`src/rtl/vga_pkg.sv`:
```
// Shared timing constants, FSM state type and address helper for the framebuffer arbiter.
package vga_pkg;

  localparam int unsigned H_ACTIVE       = 640;
  localparam int unsigned H_TOTAL        = 800;
  localparam int unsigned V_ACTIVE       = 480;
  localparam int unsigned V_TOTAL        = 525;
  localparam int unsigned PIX_PER_WORD   = 16;
  localparam int unsigned WORDS_PER_LINE = H_ACTIVE / PIX_PER_WORD;
  localparam int unsigned ADDR_W         = 15;
  localparam int unsigned DATA_W         = 3 * PIX_PER_WORD;
  localparam int unsigned CPU_SLOT_EVERY = 8;
  localparam int unsigned CNT_W          = 10;
  localparam int unsigned WORD_W         = 6;
  localparam int unsigned SLOT_W         = 4;
  localparam int unsigned FB_WORDS       = V_ACTIVE * WORDS_PER_LINE;

  typedef enum logic [1:0] {
    IDLE  = 2'd0,
    FETCH = 2'd1,
    LAST  = 2'd2
  } fb_state_t;

  // First RAM word of a visible line.
  function automatic logic [ADDR_W-1:0] line_base(input logic [CNT_W-1:0] line);
    return ADDR_W'(line) * ADDR_W'(WORDS_PER_LINE);
  endfunction

endpackage

```
`src/rtl/vga_fetch_trigger.sv`:
```
// Decodes the timing counters into a prefetch trigger and the line to be fetched.
module vga_fetch_trigger
  import vga_pkg::*;
(
  input  logic [CNT_W-1:0] hcnt,
  input  logic [CNT_W-1:0] vcnt,
  output logic             trigger,
  output logic [CNT_W-1:0] target_line
);

  // Fire at the start of horizontal blank on lines followed by a visible line.
  always_comb begin
    trigger     = 1'b0;
    target_line = '0;
    if (hcnt == CNT_W'(H_ACTIVE)) begin
      if (vcnt < CNT_W'(V_ACTIVE - 1)) begin
        trigger     = 1'b1;
        target_line = vcnt + CNT_W'(1);
      end else if (vcnt == CNT_W'(V_TOTAL - 1)) begin
        trigger     = 1'b1;
        target_line = '0;
      end
    end
  end

endmodule

```
`src/rtl/vga_fb_arbiter.sv`:
```
// Framebuffer RAM arbiter: scanline prefetch into the line buffer with guaranteed CPU write slots.
module vga_fb_arbiter
  import vga_pkg::*;
(
  input  logic              clk,
  input  logic              rst,
  input  logic [CNT_W-1:0]  hcnt,
  input  logic [CNT_W-1:0]  vcnt,
  input  logic              cpu_valid,
  output logic              cpu_ready,
  input  logic [ADDR_W-1:0] cpu_addr,
  input  logic [DATA_W-1:0] cpu_wdata,
  output logic              mem_en,
  output logic              mem_we,
  output logic [ADDR_W-1:0] mem_addr,
  output logic [DATA_W-1:0] mem_wdata,
  input  logic [DATA_W-1:0] mem_rdata,
  output logic              lb_we,
  output logic              lb_bank,
  output logic [WORD_W-1:0] lb_addr,
  output logic [DATA_W-1:0] lb_data,
  output logic              fetch_underrun
);

  fb_state_t         state_q, state_d;
  logic [WORD_W-1:0] word_q, word_d;
  logic [SLOT_W-1:0] slot_q, slot_d;
  logic [ADDR_W-1:0] base_q, base_d;
  logic              bank_q, bank_d;
  logic              rd_pend_q, rd_pend_d;
  logic [WORD_W-1:0] rd_word_q, rd_word_d;
  logic              underrun_q, underrun_d;

  logic              trigger;
  logic [CNT_W-1:0]  target_line;
  logic              abort;
  logic              cpu_write;

  vga_fetch_trigger u_trigger (
    .hcnt        (hcnt),
    .vcnt        (vcnt),
    .trigger     (trigger),
    .target_line (target_line)
  );

  assign fetch_underrun = underrun_q;

  // State and pipeline registers.
  always_ff @(posedge clk) begin
    if (rst) begin
      state_q    <= IDLE;
      word_q     <= '0;
      slot_q     <= '0;
      base_q     <= '0;
      bank_q     <= 1'b0;
      rd_pend_q  <= 1'b0;
      rd_word_q  <= '0;
      underrun_q <= 1'b0;
    end else begin
      state_q    <= state_d;
      word_q     <= word_d;
      slot_q     <= slot_d;
      base_q     <= base_d;
      bank_q     <= bank_d;
      rd_pend_q  <= rd_pend_d;
      rd_word_q  <= rd_word_d;
      underrun_q <= underrun_d;
    end
  end

  // Next-state, RAM grant and line-buffer write decode; an end-of-line abort drops any pending read.
  always_comb begin
    state_d    = state_q;
    word_d     = word_q;
    slot_d     = slot_q;
    base_d     = base_q;
    bank_d     = bank_q;
    rd_pend_d  = 1'b0;
    rd_word_d  = rd_word_q;
    underrun_d = underrun_q;
    cpu_ready  = 1'b0;
    cpu_write  = 1'b0;
    mem_en     = 1'b0;
    mem_we     = 1'b0;
    mem_addr   = '0;
    mem_wdata  = '0;
    lb_we      = 1'b0;
    lb_bank    = 1'b0;
    lb_addr    = '0;
    lb_data    = '0;
    abort      = (state_q != IDLE) && (hcnt == CNT_W'(H_TOTAL - 1));

    if (!rst) begin
      if (rd_pend_q && !abort) begin
        lb_we   = 1'b1;
        lb_bank = bank_q;
        lb_addr = rd_word_q;
        lb_data = mem_rdata;
      end

      case (state_q)
        IDLE: begin
          cpu_ready = 1'b1;
          cpu_write = cpu_valid;
          if (trigger) begin
            state_d = FETCH;
            word_d  = '0;
            slot_d  = '0;
            base_d  = line_base(target_line);
            bank_d  = target_line[0];
          end
        end
        FETCH: begin
          if (abort) begin
            state_d    = IDLE;
            underrun_d = 1'b1;
          end else if (slot_q == SLOT_W'(CPU_SLOT_EVERY) && cpu_valid) begin
            cpu_ready = 1'b1;
            cpu_write = 1'b1;
            slot_d    = '0;
          end else begin
            mem_en    = 1'b1;
            mem_addr  = base_q + ADDR_W'(word_q);
            rd_pend_d = 1'b1;
            rd_word_d = word_q;
            word_d    = word_q + WORD_W'(1);
            if (slot_q != SLOT_W'(CPU_SLOT_EVERY)) begin
              slot_d = slot_q + SLOT_W'(1);
            end
            if (word_q == WORD_W'(WORDS_PER_LINE - 1)) begin
              state_d = LAST;
            end
          end
        end
        LAST: begin
          state_d = IDLE;
          if (abort) begin
            underrun_d = 1'b1;
          end
        end
        default: state_d = IDLE;
      endcase

      // Out-of-range CPU writes are acknowledged but never reach the RAM.
      if (cpu_write && (cpu_addr < ADDR_W'(FB_WORDS))) begin
        mem_en    = 1'b1;
        mem_we    = 1'b1;
        mem_addr  = cpu_addr;
        mem_wdata = cpu_wdata;
      end
    end
  end

endmodule

```
`config.mk`:
```
export PLATFORM = sky130hd
export DESIGN_NAME = vga_fb_arbiter
export DESIGN_NICKNAME = d
export VERILOG_FILES = /design/src/rtl/vga_pkg.sv /design/src/rtl/vga_fetch_trigger.sv /design/src/rtl/vga_fb_arbiter.sv
export SDC_FILE = /design/constraint.sdc
export NUM_CORES = 1
export LEC_CHECK = 0
export CAP_MARGIN = 20
export CORE_UTILIZATION = 32
export DETAILED_ROUTE_END_ITERATION = 8
export GPL_ROUTABILITY_DRIVEN = 0
export PLACE_DENSITY_LB_ADDON = 0.1
export SETUP_SLACK_MARGIN = 0.1
export SYNTH_ARGS = -nofsm -noshare
export SYNTH_HDL_FRONTEND = slang
export SYNTH_SLANG_ARGS = --single-unit
```
`constraint.sdc`:
```
create_clock -name clk -period 3.8 [get_ports clk]
set_clock_uncertainty 0.15 [all_clocks]
set_input_delay 0.38 -clock clk [delete_from_list [all_inputs] [get_ports clk]]
set_output_delay 0.38 -clock clk [all_outputs]
set_load 0.02 [all_outputs]
```
==> metrics <==
run status finished clean; CP Buf/Inv Count 3; hold_sp rd_word_q[2]; share of cells above drive strength 1 0.07373; cts hold-fix bufs 0; Hold Path End rd_word_q[2]; critical path's slowest cell clkdlybuf4s50_1; grt ovf 0; clk_lat worst skew approximately 280 ps; synth cell count leaders 106 x and2_1, 32 x dfxtp_1, 31 x nand2_1; GR Util met2 0.4198; Clock Sinks 32; CTS Buf Count 5; largest net degree at the start of global routing 66; Max-Cap Viols 0; CP Class primary input to primary output; worst slew pin tran approximately 740 ps; reg2reg path depth 6; final layout net count roughly 900; FF-to-FF End slot_q[0]; Longest Clk Path Bufs 2; Syn Inst Count between 400 and 500; Yosys top cell area share 0.1864; Worst Setup Start Kind primary input; Synth area leader and2_1; RSZ-0062 raised after global routing no; detailed placer's ending HPWL 12.70 mm; Net Sw Frac 0.2426; Max Freq about 0.27 GHz; n_diodes 0; relative slew slack 0.5049; syn_nets about 630; height of the die approximately 110 um; ys flop type dfxtp_1; Synth area leaders and2_1 19%, dfxtp_1 18%, ha_1 7.4%, a21oi_1 3.8%, nand3_1 3.7%; vias per cell 5.089; Post-Syn Area between 3000 and 4000 um^2; Pleak ~2.6 nW; Final Setup Violations 0; post-layout util 0.6034; gr busiest metal met2; post-synthesis sequential area ratio 0.1801; Tcrit/Tclk final 0.9581; Synth async-reset ratio 0; count leader, synth and2_1; Hold Path Stages 2; Layout fillers about 1000; Max rail drop VDD between 0.0001 and 0.00015 V; Rows 38; via count ~4500; combinational share of power 0.306; Ys Warns 0; CTS clock-pin slew for the worst setup and hold paths approximately 60 ps; delay-heaviest family, CP buffers and inverters; initial antenna violation count 0; number of setup buffers added after CTS 0; GR Layer Usage met3 0.05811; fin. max-slew vios 0; CP cell instances clkdlybuf4s50_1, or3b_1, or3_1, a31oi_2, nor3b_2, buf_12, a22o_1, clkdlybuf4s50_1; Critical Path RT between 3000 and 4000 ps; RR Startpoint state_q[1]; internal power ~0.76 mW; DRT iter0 DRCs 276; Power per Cell Area ~150 nW/um^2; most frequent CP cell clkdlybuf4s50_1; P&R area growth vs syn 83.89%; vias in the first global route approximately 4200; CTS tree yes; Detail Route Antenna Nets 0; Critical Path Max Stage Delay about 550 ps; starting density of the core 0.3281; clock share of power 0.361; IO Port Bufs around 260; IO Count 257; Residual DRC 0; GRT Total Usage 0.2539; Crit. End Element primary output; Post-Syn Area per Cell roughly 7.5 um^2; core footprint between 10000 and 15000 um^2; reg2reg setup slack approximately 1500 ps; hold violation count in the final report 0; Die W around 110 um; Worst Hold Class flop to flop; WP data arrival between 3000 and 4000 ps; sw power around 0.24 mW; Post-Route Setup TNS 0 ps; drt wl/cell around 17 um; die area roughly 12000 um^2; drt pass-1 iters 5; CTS root buf clkbuf_8; number of synthesized flops with an enable pin 0; final wirelength between 15 and 20 mm; min Tclk post-route ~3600 ps; Synth cell types 59; Yosys reg bits 32; global-route met1 utilization 0.3322; Crit Path Max Fanout 65; sequential share of power 0.333; first-pass GRT wire length between 20 and 25 mm; H-tree depth 2
-- worst register-to-register path: stages, from the launching register on --
cell and delay (ps):
dfxtp_1 300, inv_1 90, ha_1 170, buf_4 300, inv_1 330, o311ai_0 720
o2bb2ai_1 190
-- area by class of cell --
type / count / area [um^2] / share of cell area
tap: 140 / 175.2 / 0.02678
multi-input combinational: 393 / 2656 / 0.4061
clock buffer: 7 / 96.34 / 0.01473
clock inverter: 1 / 30.03 / 0.004591
sequential: 32 / 640.6 / 0.09793
inverter: 18 / 67.56 / 0.01033
timing repair buffer: 295 / 2875 / 0.4396
-- per-layer routing --
metal | share of wire | vias to the layer above
met5 | 0 | -
met4 | 0.020 | 0
met3 | 0.081 | 21
met2 | 0.46 | 177
met1 | 0.44 | 2095
li1 | - | 2216
-- power groups by stage --
| stage | clock [mW] | combinational, mW | sequential, mW |
|---|---|---|---|
| floorplan | 0 | 0.0922 | 0.343 |
| global placement | 0 | 0.305 | 0.343 |
| detailed placement | 0 | 0.306 | 0.343 |
| CTS | 0.367 | 0.309 | 0.335 |
| global route | 0.389 | 0.325 | 0.335 |
| finish | 0.363 | 0.308 | 0.335 |
-- per-stage QoR --
step / area (um^2) / std cells / hold slack [ps] / total power, mW / setup WS, ps
global route: 6541 / 886 / 324.4 / 1.049 / 101.5
floorplan: 3557 / 476 / 281.7 / 0.4351 / 162.8
finish: 6541 / 886 / 304.2 / 1.007 / 159.3
CTS: 6523 / 886 / 307.2 / 1.011 / 105.5
global placement: 6379 / 877 / 289.2 / 0.6479 / -160.9
detailed placement: 6386 / 878 / 298.1 / 0.6492 / -295.5
-- cells in the final DEF (no fill, tap or decap), types with 2 or more instances in the layout --
cell type,n
o21a_1,2
nand2_1,31
clkbuf_8,7
nand4_1,8
xnor2_1,11
nor2_1,22
o211ai_1,5
a22o_1,14
a221oi_1,2
and3_1,7
o2bb2ai_1,2
o21ai_0,15
o2111ai_1,5
ha_1,21
dfxtp_1,32
and2_1,106
a211o_1,4
o22a_1,4
o311ai_0,2
or3_1,2
o221ai_1,2
dlymetal6s2s_1,3
nand2b_1,3
or4_1,4
nand3b_1,2
nor3_1,9
buf_4,38
nand4b_1,3
inv_1,18
a21oi_1,27
clkdlybuf4s50_1,253
nor4b_1,2
nand3_1,26
xor2_1,13
o31ai_1,5
a21o_1,6
-- registers in the layout, summed over array words and instances, names as in the netlist --
| name | flops |
|---|---|
| state_q | 2 |
| rd_word_q | 6 |
| rd_pend_q | 1 |
| base_q | 12 |
| fetch_underrun | 1 |
| slot_q | 4 |
| word_q | 6 |
-- how the worst max path moves through the flow --
stage / start / to / slack, ps / depth (start not counted)
2_1_floorplan: vcnt[0] / base_q[14] / 160 / 13
3_3_place_gp: vcnt[0] / base_q[14] / -160 / 13
3_5_place_dp: vcnt[0] / base_q[14] / -300 / 13
4_1_cts: hcnt[9] / mem_addr[6] / 110 / 8
5_1_grt: hcnt[9] / mem_addr[3] / 100 / 8
6_report: hcnt[9] / mem_addr[8] / 160 / 8
-- logic make-up after synthesis --
group / synth area share
AND/OR/NAND/NOR: 0.3802
XOR/XNOR: 0.05909
other: 0.001054
buffers and inverters: 0.08055
multiplexers: 0.002814
AO/OA/AOI/OAI: 0.2110
flip-flops: 0.1801
adder cells (fa/ha/maj): 0.08512
-- timing repair --
| action | in CTS | in global routing |
|---|---|---|
| setup endpoints to repair | 1 | 22 |
| gates resized for setup | 2 | 6 |
| pin swaps | 0 | 1 |
(Power assumes the default switching activity.)
